===== config.mk =====
export PLATFORM = sky130hd
export DESIGN_NAME = i2c_bus_conditioner
export DESIGN_NICKNAME = d
export VERILOG_FILES = /design/src/rtl/i2c_bus_conditioner.sv
export SDC_FILE = /design/constraint.sdc
export NUM_CORES = 1
export LEC_CHECK = 0
export ABC_CLOCK_PERIOD_IN_PS = 9000
export CORE_MARGIN = 2
export CORE_UTILIZATION = 45
export DETAILED_ROUTE_END_ITERATION = 16
export DONT_BUFFER_PORTS = 1
export GPL_ROUTABILITY_DRIVEN = 0
export GPL_TIMING_DRIVEN = 0
export SLEW_MARGIN = 10
export SYNTH_ARGS = -nofsm -noshare
export SYNTH_HDL_FRONTEND = slang
export SYNTH_SLANG_ARGS = --single-unit

===== constraint.sdc =====
create_clock -name clk -period 9 [get_ports clk]
set_clock_uncertainty 0.2 [all_clocks]
set_input_delay 1.8 -clock clk [delete_from_list [all_inputs] [get_ports clk]]
set_output_delay 1.8 -clock clk [all_outputs]
set_load 0.01 [all_outputs]

===== src/rtl/i2c_bus_conditioner.sv =====
// -----------------------------------------------------------------------------
// i2c_bus_conditioner
// Pad-side stage between the I2C handler and the open-drain SCL/SDA pins.
//  - Synchronises and deglitches the raw SDA pad level per channel.
//  - Flags channels whose SDA is held low while SCL is released (sticky).
//  - Runs a CSR-commanded bus-recovery sequence on one channel:
//    up to 9 SCL pulses, then a STOP condition.
//  - On every channel not under recovery, handler drive passes to the pins
//    with one cycle of latency.
// Ports
//  clk, rst         system clock, asynchronous active-high reset
//  csrStrobe        GPIO_OUT holds a command this cycle
//  GPIO_OUT         [31] start recovery, [30] clear flags, [2:0] channel
//  status           [31] busy, [30] fail, [29] done, [27:24] pulse count,
//                   [22:20] channel, [15:8] stuck flags, [7:0] filtered SDA
//  scl_in           handler SCL (0 = pull low)
//  sda_drive_in     handler SDA drive (0 = pull low)
//  sda_sense_out    filtered SDA returned to the handler
//  scl_pin, sda_pin pad drive, 0 = drive low, 1 = release
//  sda_pin_sense    raw asynchronous SDA level from the pad
// -----------------------------------------------------------------------------
`timescale 1ns/1ps
module i2c_bus_conditioner #(
    parameter int CLK_RATE      = 100000000,
    parameter int I2C_RATE      = 100000,
    parameter int CHANNEL_COUNT = 4,
    parameter int FILTER_LEN    = 4,
    parameter int STUCK_CYCLES  = 100000
) (
    input  logic                     clk,
    input  logic                     rst,
    input  logic                     csrStrobe,
    input  logic [31:0]              GPIO_OUT,
    output logic [31:0]              status,
    input  logic [CHANNEL_COUNT-1:0] scl_in,
    input  logic [CHANNEL_COUNT-1:0] sda_drive_in,
    output logic [CHANNEL_COUNT-1:0] sda_sense_out,
    output logic [CHANNEL_COUNT-1:0] scl_pin,
    output logic [CHANNEL_COUNT-1:0] sda_pin,
    input  logic [CHANNEL_COUNT-1:0] sda_pin_sense
);

    localparam int HALF = CLK_RATE / (2 * I2C_RATE);
    localparam int TW   = (HALF > 1) ? $clog2(HALF) : 1;
    localparam int SW   = $clog2(STUCK_CYCLES + 1);

    typedef enum logic [2:0] {
        ST_IDLE, ST_LOW, ST_HIGH, ST_STOP_LOW, ST_STOP_SETUP, ST_STOP_HIGH
    } state_t;

    logic [CHANNEL_COUNT-1:0] sync1_r, sync2_r, sense_r;
    logic [3:0]               run_r [CHANNEL_COUNT];
    logic [SW-1:0]            stuck_cnt_r [CHANNEL_COUNT];
    logic [CHANNEL_COUNT-1:0] stuck_r;
    state_t                   state_r, state_s;
    logic [TW-1:0]            timer_r;
    logic [3:0]               pulse_r;
    logic [2:0]               chan_r, chan_sel_s;
    logic                     done_r, fail_r, busy_r;
    logic [CHANNEL_COUNT-1:0] scl_pin_r, sda_pin_r, scl_next_s, sda_next_s;
    logic                     start_s, clear_s, timer_last_s, sel_sense_s;
    logic                     pulse_inc_s, set_fail_s, set_done_s;
    logic                     rec_scl_s, rec_sda_s;
    logic [7:0]               stuck_byte_s, sense_byte_s;
    logic                     gpio_unused_s;

    assign gpio_unused_s = ^GPIO_OUT[29:3];

    // Start is honoured only from IDLE and for an existing channel.
    assign start_s      = csrStrobe & GPIO_OUT[31] & (state_r == ST_IDLE) &
                          ({1'b0, GPIO_OUT[2:0]} < 4'(CHANNEL_COUNT));
    assign clear_s      = csrStrobe & GPIO_OUT[30];
    assign timer_last_s = (timer_r == TW'(HALF - 1));

    // SDA synchroniser and run-length deglitch filter.
    always_ff @(posedge clk or posedge rst) begin
        if (rst) begin
            sync1_r <= {CHANNEL_COUNT{1'b1}};
            sync2_r <= {CHANNEL_COUNT{1'b1}};
            sense_r <= {CHANNEL_COUNT{1'b1}};
            for (int i = 0; i < CHANNEL_COUNT; i++) run_r[i] <= 4'd0;
        end else begin
            sync1_r <= sda_pin_sense;
            sync2_r <= sync1_r;
            for (int i = 0; i < CHANNEL_COUNT; i++) begin
                if (sync2_r[i] != sense_r[i]) begin
                    if (run_r[i] == 4'(FILTER_LEN - 1)) begin
                        sense_r[i] <= sync2_r[i];
                        run_r[i]   <= 4'd0;
                    end else begin
                        run_r[i] <= run_r[i] + 4'd1;
                    end
                end else begin
                    run_r[i] <= 4'd0;
                end
            end
        end
    end

    // Stuck-low counters and sticky flags; a set in the same cycle beats a clear.
    always_ff @(posedge clk or posedge rst) begin
        if (rst) begin
            stuck_r <= {CHANNEL_COUNT{1'b0}};
            for (int i = 0; i < CHANNEL_COUNT; i++) stuck_cnt_r[i] <= {SW{1'b0}};
        end else begin
            for (int i = 0; i < CHANNEL_COUNT; i++) begin
                if (!sense_r[i] && scl_in[i]) begin
                    if (stuck_cnt_r[i] != SW'(STUCK_CYCLES)) begin
                        stuck_cnt_r[i] <= stuck_cnt_r[i] + SW'(1'b1);
                    end else begin
                        stuck_cnt_r[i] <= stuck_cnt_r[i];
                    end
                end else begin
                    stuck_cnt_r[i] <= {SW{1'b0}};
                end
                // Count reaches STUCK_CYCLES on this edge when it is one below now.
                if (!sense_r[i] && scl_in[i] && (stuck_cnt_r[i] >= SW'(STUCK_CYCLES - 1))) begin
                    stuck_r[i] <= 1'b1;
                end else if (clear_s) begin
                    stuck_r[i] <= 1'b0;
                end else begin
                    stuck_r[i] <= stuck_r[i];
                end
            end
        end
    end

    // Filtered SDA of the channel under recovery.
    always_comb begin
        sel_sense_s = 1'b1;
        for (int i = 0; i < CHANNEL_COUNT; i++) begin
            sel_sense_s = (chan_r == 3'(i)) ? sense_r[i] : sel_sense_s;
        end
    end

    // Recovery FSM next state and event strobes.
    always_comb begin
        state_s     = state_r;
        pulse_inc_s = 1'b0;
        set_fail_s  = 1'b0;
        set_done_s  = 1'b0;
        case (state_r)
            ST_IDLE: begin
                if (start_s) state_s = ST_LOW;
                else         state_s = ST_IDLE;
            end
            ST_LOW: begin
                if (timer_last_s) begin
                    state_s     = ST_HIGH;
                    pulse_inc_s = 1'b1;
                end else begin
                    state_s = ST_LOW;
                end
            end
            ST_HIGH: begin
                // pulse_r already includes the pulse that just completed.
                if (!timer_last_s) begin
                    state_s = ST_HIGH;
                end else if (sel_sense_s) begin
                    state_s = ST_STOP_LOW;
                end else if (pulse_r == 4'd9) begin
                    state_s    = ST_STOP_LOW;
                    set_fail_s = 1'b1;
                end else begin
                    state_s = ST_LOW;
                end
            end
            ST_STOP_LOW: begin
                if (timer_last_s) state_s = ST_STOP_SETUP;
                else              state_s = ST_STOP_LOW;
            end
            ST_STOP_SETUP: begin
                if (timer_last_s) state_s = ST_STOP_HIGH;
                else              state_s = ST_STOP_SETUP;
            end
            ST_STOP_HIGH: begin
                if (timer_last_s) begin
                    state_s    = ST_IDLE;
                    set_done_s = 1'b1;
                end else begin
                    state_s = ST_STOP_HIGH;
                end
            end
            default: state_s = ST_IDLE;
        endcase
    end

    // FSM state, phase timer, pulse count, channel latch and result flags.
    always_ff @(posedge clk or posedge rst) begin
        if (rst) begin
            state_r <= ST_IDLE;
            timer_r <= {TW{1'b0}};
            pulse_r <= 4'd0;
            chan_r  <= 3'd0;
            done_r  <= 1'b0;
            fail_r  <= 1'b0;
            busy_r  <= 1'b0;
        end else begin
            state_r <= state_s;
            busy_r  <= (state_s != ST_IDLE);
            if ((state_s != state_r) || (state_r == ST_IDLE)) timer_r <= {TW{1'b0}};
            else                                              timer_r <= timer_r + TW'(1'b1);
            if (start_s)          pulse_r <= 4'd0;
            else if (pulse_inc_s) pulse_r <= pulse_r + 4'd1;
            else                  pulse_r <= pulse_r;
            if (start_s) chan_r <= GPIO_OUT[2:0];
            else         chan_r <= chan_r;
            if (set_done_s)             done_r <= 1'b1;
            else if (start_s || clear_s) done_r <= 1'b0;
            else                        done_r <= done_r;
            if (set_fail_s)             fail_r <= 1'b1;
            else if (start_s || clear_s) fail_r <= 1'b0;
            else                        fail_r <= fail_r;
        end
    end

    // Pin values for the next cycle: recovery waveform on the selected channel,
    // handler passthrough elsewhere. Keyed on next state so pins and state align.
    always_comb begin
        chan_sel_s = start_s ? GPIO_OUT[2:0] : chan_r;
        case (state_s)
            ST_LOW:        begin rec_scl_s = 1'b0; rec_sda_s = 1'b1; end
            ST_HIGH:       begin rec_scl_s = 1'b1; rec_sda_s = 1'b1; end
            ST_STOP_LOW:   begin rec_scl_s = 1'b0; rec_sda_s = 1'b0; end
            ST_STOP_SETUP: begin rec_scl_s = 1'b1; rec_sda_s = 1'b0; end
            ST_STOP_HIGH:  begin rec_scl_s = 1'b1; rec_sda_s = 1'b1; end
            default:       begin rec_scl_s = 1'b1; rec_sda_s = 1'b1; end
        endcase
        scl_next_s = scl_in;
        sda_next_s = sda_drive_in;
        for (int i = 0; i < CHANNEL_COUNT; i++) begin
            if ((state_s != ST_IDLE) && (chan_sel_s == 3'(i))) begin
                scl_next_s[i] = rec_scl_s;
                sda_next_s[i] = rec_sda_s;
            end else begin
                scl_next_s[i] = scl_in[i];
                sda_next_s[i] = sda_drive_in[i];
            end
        end
    end

    // Registered pad drive; reset releases every pin at once.
    always_ff @(posedge clk or posedge rst) begin
        if (rst) begin
            scl_pin_r <= {CHANNEL_COUNT{1'b1}};
            sda_pin_r <= {CHANNEL_COUNT{1'b1}};
        end else begin
            scl_pin_r <= scl_next_s;
            sda_pin_r <= sda_next_s;
        end
    end

    // Zero-extend per-channel vectors into their status bytes.
    always_comb begin
        stuck_byte_s = 8'h00;
        sense_byte_s = 8'h00;
        stuck_byte_s[CHANNEL_COUNT-1:0] = stuck_r;
        sense_byte_s[CHANNEL_COUNT-1:0] = sense_r;
    end

    assign status        = {busy_r, fail_r, done_r, 1'b0, pulse_r, 1'b0, chan_r,
                            4'h0, stuck_byte_s, sense_byte_s};
    assign sda_sense_out = sense_r;
    assign scl_pin       = scl_pin_r;
    assign sda_pin       = sda_pin_r;

endmodule


==> run metrics, run 1 <==
area delta synth->final 14.30%; Max VDD drop 0.1440 mV; area leader, netlist dfrtp_1; sequential share of power a little over two fifths; CP Class flop to output pin; worst min-delay path category flop to flop; pwr dens around 230 nW/µm²; Internal Power 1257 µW; CTS Sinks 130; vias in the first global route 4,632; remaining antenna violation count after routing 0; HPWL after DPL 9.081 mm; Cell Area, Synth approximately 6500 µm²; largest net degree at the start of global routing 68; Root Buffer clkbuf_16; Fin. Hold Viols 0; slowest CP cell dfstp_2; multi-input logic area just under 3000 µm²; post-synthesis sequential area ratio about 50%; Clk Latency, worst-skew pair roughly 0.43 ns; Initial Util 45.41%; WP buf/inv 1; # H-tree levels 4; post-DR vias/cell 5.262; design area 7458 µm²; commonest non-fill, non-tap cell in the layout dfrtp_1; crit end category output pin; maxcap violations 0; Clock Power Share a little over two fifths; placed cell area 6837 µm²; Compound-Gate Fraction of Synth Area between 5 and 6%; Synth Area in XOR/XNOR under 10%; fillers 1,287; largest family of logic cells by synthesized area simple AND/OR/NAND/NOR gates; First-pass DRT Iterations 4; Layout Nets between 700 and 800; Max FO, Critical Path 7; Port Buf Inserts 0; CTS tree built; GRT Total Usage between 10% and 20%; Yosys top cell area share 42.19%; final WL 13.03 mm; initial antenna violation count 0; max-slew violations 0; Synth Area in Simple Gates between 20% and 30%; Psw 479.8 µW; share of cells above drive strength 1 roughly 14%; Reg area about 3300 µm²; Cells after Synth about 650; Die X between 100 and 150 µm; Area contributors post-synth dfrtp_1, dfstp_2, xor2_1; status finished, final reports clean; Core ar. approximately 14,000 µm²; Avg Synthesized Cell Area 9.992 µm²; CP peak stage delay about 0.64 ns; most frequent cells in the layout dfrtp_1, nor2_1, nand3_1; mux cell area share after synthesis between 2 and 3%; io pins between 90 and 100; DRC 0; Final setup viols 0; static leakage 0.003148 µW; DRT iter0 DRCs 349; area of the die around 15,000 µm²; Req. time, crit path around 7 ns; first-pass GRT wire length 22.62 mm; prevailing post-synth register cell dfrtp_1; Worst Max-Slew Pin Slew between 0.7 and 0.8 ns; Max Fclk ~310 MHz; Die Y around 120 µm; row count 44; unrepaired setup endpoints after global routing false; Setup TNS Final 0 ns; share of total power in combinational logic 14.7%; postcts setup bufs 0; WL/cell 14.76 µm; Max Buffers Root-to-Sink 2; Post-CTS Resized 0; Worst setup SP type flop; Inserted Diodes 0; YS warnings 0; Final period util between 30% and 40%; Slew HR between 50 and 60%; Synth Area in Adders approximately 2.9%; fin crit period roughly 3.2 ns; Via Count around 4,600; CTS buffer count 17; Reg clk slew, reported paths roughly 0.050 ns; number of flops mapped to enable cells by yosys 0; worst path cell trace buf_4; Switching Fraction roughly 28%; global route overflow 0; Arrival @ worst endpoint about 1.2 ns; distinct cell type count after synthesis between 50 and 60; FF+latch count, synth 130; post-synthesis async set-or-reset flop share 100.0%; hold buffers post-CTS 0; critical path's top delay family flip-flops
[power groups by stage]
stage	clock, µW	sequential (µW)	combinational [µW]
global route	769	768	295
detailed placement	0	767	257
finish	726	756	255
CTS	743	758	261
global placement	0	763	245
floorplan	0	741	208
[Yosys cell counts, types with 2 or more instances]
library cell / n
buf_4: 21
inv_1: 20
nand3_1: 45
or4b_1: 3
nand3b_1: 2
nor2b_1: 8
nand2_1: 44
o31ai_1: 3
o21ai_1: 2
dfrtp_1: 110
a211oi_1: 5
or3_1: 9
xor2_1: 44
nor4b_1: 4
mux2_4: 2
a22oi_1: 2
nand2b_1: 9
nor4_1: 9
buf_1: 2
o21ai_0: 11
nor3b_1: 5
a31oi_2: 3
nor2_1: 101
dfstp_2: 20
xnor2_1: 27
and3_1: 8
or4_1: 4
ha_1: 15
and4_1: 8
o22a_1: 4
nand4_1: 15
mux2i_1: 5
or3b_1: 2
or2_2: 2
and2_1: 2
clkbuf_1: 11
nor3_1: 19
mux2_2: 9
buf_6: 3
a21oi_1: 17
[per-stage QoR]
stage	hold slack [ns]	util (%)	setup WS, ns	std cells	power (µW)
floorplan	0.1452	-	3.564	666	948.9
global placement	0.1466	47.35	2.232	850	1008
detailed placement	0.1481	47.58	5.399	851	1024
CTS	0.1553	51.91	5.749	883	1761
global route	0.1531	51.91	5.731	883	1833
finish	0.1551	51.91	5.781	883	1737
[final timing paths]
kind,start,endpoint,slack (ns),depth (start not counted)
max,sda_sense_out[0],status[0],5.78,1
min,sync1_r[2],sync2_r[2],0.16,0
max reg2reg,timer_r[0],sda_pin[0],6.67,6
min reg2reg,sync1_r[2],sync2_r[2],0.16,0
max in group asynchronous,rst,sda_sense_out[3],6.73,2
min in group asynchronous,rst,stuck_cnt_r[41],1.12,1
[flip-flops by register name, indices dropped and copies added, names as in the netlist, 3 cells and up]
signal / flops
state_r: 3
stuck_r: 4
sda_pin: 4
chan_r: 3
scl_pin: 4
stuck_cnt_r: 68
sync2_r: 4
sda_sense_out: 4
timer_r: 9
pulse_r: 4
sync1_r: 4
run_r: 16
[cell type report]
class                           count  share of cell area, %
Timing Repair Buffer                1                 0.3691
Multi-Input combinational cell    479                  39.96
Tap cell                          184                  3.087
Clock buffer                       22                  6.224
Inverter                           20                  1.074
Clock inverter                     10                  2.114
Sequential cell                   130                  43.95
Buffer                             37                  3.221
[logic make-up (layout without fill, tap and decap cells)]
group / Yosys count / after routing
other: 1 / 14
muxes: 16 / 16
DFF: 130 / 130
AOI/OAI and AO/OA: 57 / 57
and+or+nand+nor: 306 / 306
adders and majority gates: 15 / 15
xor gates and xnor gates: 71 / 71
buffers and inverters: 57 / 90
[per-layer routing]
metal | track usage [%] | wire, µm | vias to the layer above
met1 | 23.58 | 6254 | 2270
li1 | - | - | 2278
met3 | 5.369 | 518 | 17
met2 | 28.22 | 6066 | 81
met4 | 7.138 | 195 | 0
met5 | 0 | 0 | -
Power figures use the tool's default switching activity.
==> inputs of run 2 (changes only) <==
Settings changed: ABC_CLOCK_PERIOD_IN_PS 9000 to 3300.
Clock period 9 ns to 3.3 ns, I/O delays scaled along.
==> run 2 against run 1 <==
Against the previous run: non-clock buffer count up 2; via count is essentially flat; final cell count rose by 0.23%; first-iteration DRC count up 4.9%; utilization rose by 0.070 points; sequential share of layout area down 0.059 points; critical path type is now flop to flop.
==> run metrics, run 2 (same netlist as run 1, synthesis figures left out) <==
status finished, final reports clean; Root Buffer clkbuf_16; pwr dens 623.2 nW/µm² (+170%); Port Buf Inserts 0 (unchanged); Max FO, Critical Path 6 (-1); post-DR vias/cell 5.245 (-0.31%); Max Fclk between 400 and 500 MHz; share of total power in combinational logic 15.0% (+0.3 points); GRT Total Usage 17.89% (-0.14 points); largest registers stuck_cnt_r: 68 flops, run_r: 16 flops, timer_r: 9 flops; Via Count 4,642 (-0.086%); DRT iter0 DRCs 366 (+4.9%); worst setup margin 0.9552 ns (-4.826 ns); postcts setup bufs 0 (unchanged); Worst setup SP type flop; worst min-delay path category primary input to async pin; Worst Max-Slew Pin Slew 0.8041 ns (+0.08378 ns); Switching Fraction 28.20% (+0.58 points); First-pass DRT Iterations 4 (unchanged); Max VDD drop 0.3681 mV (+160%); sequential share of power 44.5% (+1.0 points); Initial Util 45.41% (unchanged); static leakage 0.003154 µW (+0.19%); Internal Power 3342 µW (+170%); fin crit period approximately 2.3 ns; max-slew violations 0 (unchanged); commonest non-fill, non-tap cell in the layout dfrtp_1; share of cells above drive strength 1 14.12% (+0.53 points); Die X 124.4 µm (unchanged); Reg clk slew, reported paths 0.06 ns (about the same); CTS buffer count 17 (unchanged); io pins 91 (unchanged); DRC 0 (unchanged); slowest CP cell dfrtp_1; WP buf/inv 0 (-1); unrepaired setup endpoints after global routing false; Fin. Hold Viols 0 (unchanged); CTS Sinks 130 (unchanged); initial antenna violation count 0 (unchanged); maxcap violations 0 (unchanged); final WL 13.11 mm (+0.58%); CTS tree built; Post-CTS Resized 0 (unchanged); Clock Power Share 40.5% (-1.3 points); largest net degree at the start of global routing 38 (-44%); most frequent cells in the layout dfrtp_1, nor2_1, nand3_1; area delta synth->final 14.46%; Req. time, crit path 3.44 ns (-3.56 ns); Setup TNS Final 0 ns (unchanged); vias in the first global route 4,716 (+1.8%); row count 44 (unchanged); HPWL after DPL 9.256 mm (+1.9%); CP peak stage delay 0.41 ns (-0.23 ns); remaining antenna violation count after routing 0 (unchanged); global route overflow 0 (unchanged); Clk Latency, worst-skew pair 0.41 ns (-0.02 ns); Final setup viols 0 (unchanged); Layout Nets 750 (+0.27%); # H-tree levels 4 (unchanged); critical path's top delay family simple AND/OR/NAND/NOR gates; Setup WS pre-CTS 0.8535 ns (-4.545 ns); Final period util a little under three quarters; Max Buffers Root-to-Sink 2 (unchanged); worst path cell trace ha_1 > and4bb_1 > and2_1 > or4_1 > o311a_1 > mux2_2; hold buffers post-CTS 0 (unchanged); multi-input logic area 2980 µm² (unchanged); fillers 1,285 (-0.16%); Reg with most FFs stuck_cnt_r; max reg flops 68 (unchanged); Inserted Diodes 0 (unchanged); Reg area 3278 µm² (unchanged); Arrival @ worst endpoint 2.48 ns (+1.26 ns); WL/cell 14.81 µm (+0.35%); first-pass GRT wire length 22.74 mm (+0.52%); CP Class flop to flop; Psw 1312 µW (+170%); crit end category flop; Slew HR 45.90% (-5.6 points); area of the die 15,480 µm² (unchanged); Core ar. 14,370 µm² (unchanged); Die Y 124.4 µm (unchanged)
run 2: final cells by class:
type                       instances  share of cell area, %
timing repair buffer               3                 0.8042
inverter                          20                  1.055
clock inverter                     9                  1.374
buffer                            37                  3.217
sequential                       130                  43.89
clock buffer                      23                  6.668
tap                              184                  3.083
multi-input combinational        479                  39.91
run 2: worst reg2reg max path, cell delays in order, from the launching register on:
cell and delay, ns:
dfrtp_1 0.41, ha_1 0.27, and4bb_1 0.25, and2_1 0.23
or4_1 0.41, o311a_1 0.21, mux2_2 0.30
run 2: power groups by stage:
stage | sequential (µW) | combinational (µW) | clock (µW)
after floorplan | 2020 | 568 | 0
after global placement | 2080 | 667 | 0
after detailed placement | 2100 | 705 | 0
after CTS | 2070 | 711 | 1930
after global routing | 2100 | 802 | 2010
final | 2070 | 698 | 1890
run 2: layer usage:
metal,vias up,wire length [µm],global-route usage [%]
met5,-,0,0
met4,0,110,5.750
met3,6,531,4.983
met2,79,6301,29.06
met1,2268,6165,23.28
li1,2289,-,-
run 2: final timing paths:
kind	from	to	slack, ns	depth (start not counted)
max reg2reg	timer_r[0]	sda_pin[0]	0.96	6
max in group asynchronous	rst	sda_pin[2]	2.21	2
min	rst	stuck_cnt_r[55]	0.02	1
max	timer_r[0]	sda_pin[0]	0.96	6
min reg2reg	sync1_r[3]	sync2_r[3]	0.16	0
min in group clk	sda_pin_sense[3]	sync1_r[3]	0.04	0
run 2: through the flow:
step / instances / power, µW / hold slack (ns) / util, % / cell area (µm²)
floorplan: 666 / 2589 / 0.1452 / - / 6578
global placement: 850 / 2747 / 0.1472 / 47.38 / 6808
detailed placement: 853 / 2802 / 0.1482 / 47.80 / 6868
CTS: 885 / 4716 / 0.01763 / 51.98 / 7468
global route: 885 / 4917 / 0.01373 / 51.98 / 7468
finish: 885 / 4654 / 0.02122 / 51.98 / 7468
